`config.mk`:
```
export PLATFORM = sky130hd
export DESIGN_NAME = ram_loader
export DESIGN_NICKNAME = d
export VERILOG_FILES = /design/src/rtl/ram_loader.sv
export SDC_FILE = /design/constraint.sdc
export NUM_CORES = 1
export LEC_CHECK = 0
export CAP_MARGIN = 20
export CORE_MARGIN = 1.5
export CORE_UTILIZATION = 45
export CTS_BUF_LIST = sky130_fd_sc_hd__clkbuf_16
export CTS_CLUSTER_DIAMETER = 100
export CTS_CLUSTER_SIZE = 25
export DETAILED_ROUTE_END_ITERATION = 6
export PLACE_DENSITY = 0.71
export SYNTH_ARGS = -nofsm -noshare
export SYNTH_HDL_FRONTEND = slang
export SYNTH_SLANG_ARGS = --single-unit
export TNS_END_PERCENT = 10
```
`constraint.sdc`:
```
create_clock -name clk -period 4.5 [get_ports clk]
set_input_delay 0.675 -clock clk [delete_from_list [all_inputs] [get_ports clk]]
set_output_delay 0.675 -clock clk [all_outputs]
set_load 0.02 [all_outputs]
```
`src/rtl/ram_loader.sv`:
```
// Streams a length-prefixed byte packet into RAM from a latched base address.
// Optional trailing checksum byte is checked when RAM_LOADER_CHECKSUM_EN is defined.
module ram_loader (
    input  logic       clk,
    input  logic       reset,
    input  logic       start,
    input  logic [7:0] baseAddr,
    input  logic       inValid,
    input  logic [7:0] inData,
    output logic       inReady,
    output logic [7:0] ramAddr,
    output logic [7:0] ramDataIn,
    output logic       ramWriteEnable,
    output logic       busy,
    output logic       done,
    output logic       error
);

`ifdef RAM_LOADER_CHECKSUM_EN
    typedef enum logic [2:0] {S_IDLE, S_LEN, S_LOAD, S_CSUM, S_DONE} state_t;
`else
    typedef enum logic [2:0] {S_IDLE, S_LEN, S_LOAD, S_DONE} state_t;
`endif

    state_t     r_state;
    state_t     w_next;
    logic [7:0] r_addr;
    logic [7:0] r_len;
    logic [7:0] r_cnt;
    logic       r_vld_p1;
    logic [7:0] r_waddr_p1;
    logic [7:0] r_wdata_p1;
    logic [7:0] w_len_m1;
    logic       w_last;

    // A stored length of 0 wraps to 0xFF here, giving a 256-byte packet.
    assign w_len_m1 = r_len - 8'd1;
    assign w_last   = (r_cnt == w_len_m1);

    always_ff @(posedge clk) begin
        if (reset) r_state <= S_IDLE;
        else       r_state <= w_next;
    end

    always_comb begin
        w_next  = r_state;
        inReady = 1'b0;
        busy    = 1'b1;
        done    = 1'b0;
        case (r_state)
            S_IDLE: begin
                busy = 1'b0;
                if (start) w_next = S_LEN;
            end
            S_LEN: begin
                inReady = 1'b1;
                if (inValid) w_next = S_LOAD;
            end
            S_LOAD: begin
                inReady = 1'b1;
`ifdef RAM_LOADER_CHECKSUM_EN
                if (inValid && w_last) w_next = S_CSUM;
`else
                if (inValid && w_last) w_next = S_DONE;
`endif
            end
`ifdef RAM_LOADER_CHECKSUM_EN
            S_CSUM: begin
                inReady = 1'b1;
                if (inValid) w_next = S_DONE;
            end
`endif
            S_DONE: begin
                done   = 1'b1;
                w_next = S_IDLE;
            end
            default: w_next = S_IDLE;
        endcase
    end

`ifdef RAM_LOADER_CHECKSUM_EN
    logic [7:0] r_sum;
    logic       r_err;

    always_ff @(posedge clk) begin
        if (reset) begin
            r_sum <= 8'h00;
            r_err <= 1'b0;
        end else if (r_state == S_IDLE && start) begin
            r_sum <= 8'h00;
            r_err <= 1'b0;
        end else if (r_state == S_LOAD && inValid) begin
            r_sum <= r_sum + inData;
        end else if (r_state == S_CSUM && inValid && inData != r_sum) begin
            r_err <= 1'b1;
        end
    end

    assign error = r_err;
`else
    assign error = 1'b0;
`endif

    // ---- stage p0 -> p1: accepted payload byte becomes a registered RAM write
    always_ff @(posedge clk) begin
        if (reset) begin
            r_addr     <= 8'h00;
            r_len      <= 8'h00;
            r_cnt      <= 8'h00;
            r_vld_p1   <= 1'b0;
            r_waddr_p1 <= 8'h00;
            r_wdata_p1 <= 8'h00;
        end else begin
            r_vld_p1 <= 1'b0;
            case (r_state)
                S_IDLE: begin
                    if (start) begin
                        r_addr <= baseAddr;
                        r_cnt  <= 8'h00;
                    end
                end
                S_LEN: begin
                    if (inValid) r_len <= inData;
                end
                S_LOAD: begin
                    if (inValid) begin
                        r_vld_p1   <= 1'b1;
                        r_waddr_p1 <= r_addr;
                        r_wdata_p1 <= inData;
                        r_addr     <= r_addr + 8'd1;
                        r_cnt      <= r_cnt + 8'd1;
                    end
                end
                default: ;
            endcase
        end
    end

    assign ramAddr   = r_waddr_p1;
    assign ramDataIn = r_wdata_p1;
    // Reset kills a write still sitting in the output register so an aborted
    // load never lands its in-flight byte.
    assign ramWriteEnable = r_vld_p1 & ~reset;

endmodule

```
==> metrics.txt <==
critical path class in2out; GR Overflow Total 0; cells after synthesis between 200 and 300; Die ar. ~5200 sq um; Post-Route Setup TNS 0 ns; setup ws final 1.68 ns; peak fanout along the critical path 40; Seq/Total Area, Yosys 0.398; Final Max Tran Viols 0; PD cells 522 nW/um^2; antenna violations before repair 0; max-cap viol count 0; die width 72.3 um; hold_buf cts 0; f_max 355 MHz; Final Hold Fails 0; synthesized flop and latch total 43; Primary FF master, synth dfxtp_1; vias per inst 5.43; Max Used Layer met4; Place WS 1.63 ns; CORE AREA 4660 sq um; RSZ-0062 raised after global routing false; Post-CTS Resized 0; post-DP HPWL 3480 um; worst-margin pin slew 0.642 ns; ranking of synthesized cells by area dfxtp_1 40%, nand2_1 11%, a21oi_1 7.6%; CTS buffer count 5; met2 WL between 2000 and 2500 um; routed len/inst approximately 14 um; Clk pin slew, worst setup/hold paths 0.06 ns; Mapped Nets between 300 and 400; clk sinks 43; IO Pins 41; drt first pass iters 4; most common cell after layout, fill and taps aside nand2_1; Post-CTS Setup Inserts 0; metal3 WL 224 um; number of global-route vias before repair 1740; VDD IR-drop max 0.249 mV; Rel. slew slack 0.572; # setup viols final 0; Final GP Congestion 0.804; Port Buffer Count 39; Fill cells 428; Yosys cell types just under 50; Hold WC Path Type reg2reg; WL final 4930 um; clk_lat worst skew 0.29 ns; Post-synth EDFFs 0; Layout area overhead 26.7%; Tmin final between 2 and 3 ns; gr usage total 0.194; crit path DAT ~2.1 ns; Max Clock Skew 0.00315 ns; share of layout cells above drive strength 1 0.0611; Met1 Routed Length 2280 um; antenna-violating nets left 0; status finished, final reports clean; fin nets 337; CTS tree yes; synthesized cell area 2160 sq um; Synth Warn # 0; first-pass GRT wire length 7960 um; largest net degree at the start of global routing 41; top cell type by total area after synthesis dfxtp_1; # diodes 0; drt drc 0; Syn Area/Cell 7.80 sq um; Std-Cell Rows 25; die span in y ~72 um; share of Yosys cell area claimed by the top area cell type 0.398; H-tree depth 2; CTS Root Buffer Type clkbuf_16; Leakage approximately 0.98 nW; Synth async-reset ratio 0; CP Capture Type output pin; commonest non-fill, non-tap cells in the layout 63 x nand2_1, 43 x dfxtp_1, 39 x clkdlybuf4s50_1, 33 x a21oi_1, 17 x nor2_1; crit share post-route 0.626; Starting Density 0.464; initial DRC count 127; maximum root-to-sink buffer count 2; Vias 1983; critical path required time approximately 3.8 ns; Setup crit start kind input port
==> power by group <==
group          switching (W)  total [W]  internal (W)
sequential         0.0000702   0.000512      0.000442
combinational       0.000295   0.000503      0.000208
clock               0.000152   0.000414      0.000262
==> metal layers <==
layer  vias to the layer above  global-route usage
met4                         0              0.0524
met1                       904               0.253
met5                         -                   0
met3                         7              0.0542
met2                        51               0.318
li1                       1021                   -
==> sequential cells by signal, summed over array words and instances, names as in the netlist <==
name / flops
ramDataIn: 8
r_addr: 8
r_state: 2
r_len: 8
ramAddr: 8
r_vld_p1: 1
r_cnt: 8
==> final cells by class <==
class | count | area, sq um | share of cell area
Tap cell | 54 | 67.6 | 0.0247
Inverter | 8 | 30.0 | 0.0110
Timing Repair Buffer | 42 | 413 | 0.151
Clock buffer | 5 | 125 | 0.0457
Multi-Input combinational cell | 210 | 1200 | 0.437
Clock inverter | 3 | 43.8 | 0.0160
Sequential cell | 43 | 861 | 0.314
==> worst max-delay path: stages <==
cell,delay (ns)
clkdlybuf4s50_1,0.46
buf_4,0.36
nor2b_1,0.09
clkdlybuf4s50_1,0.55
==> synthesized netlist by cell type, drive strengths merged, types with 2 or more instances <==
cell	count
inv	8
xnor2	5
nand2	63
xor2	7
o21ai	10
a22oi	4
ha	7
o31ai	3
nand3	13
nor3	3
mux2i	2
and2	2
dfxtp	43
nor2	18
a211oi	6
a31o	2
buf	10
a21oi	33
nand4	4
clkbuf	6
or3	4
nand2b	5
==> path summary, 6_finish.rpt <==
check | start | endpoint | slack, ns | depth (start not counted)
min reg2reg | ramAddr[2] | ramAddr[2] | 0.45 | 2
max | reset | ramWriteEnable | 1.68 | 4
min | ramAddr[2] | ramAddr[2] | 0.45 | 2
max reg2reg | r_state[0] | r_cnt[7] | 2.05 | 9
==> cell families after synthesis <==
group	Yosys count	share of synthesized area
AO/OA/AOI/OAI	70	0.200
XOR/XNOR	12	0.0521
adder cells (fa/ha/maj)	7	0.0405
buffers and inverters	24	0.0475
flip-flops	43	0.398
multiplexers	2	0.00926
other	1	0.00174
AND/OR/NAND/NOR	118	0.250
==> per-stage QoR <==
step	instances	utilization	hold slack [ns]	instance area [sq um]	total power [W]
floorplan	277	-	0.445	2160	0.000868
global placement	356	0.550	0.442	2560	0.00101
detailed placement	356	0.550	0.451	2560	0.00102
CTS	364	0.586	0.460	2730	0.00143
global route	365	0.587	0.473	2740	0.00152
finish	365	0.587	0.454	2740	0.00143
Note: power is estimated with default switching activity, not from simulation.
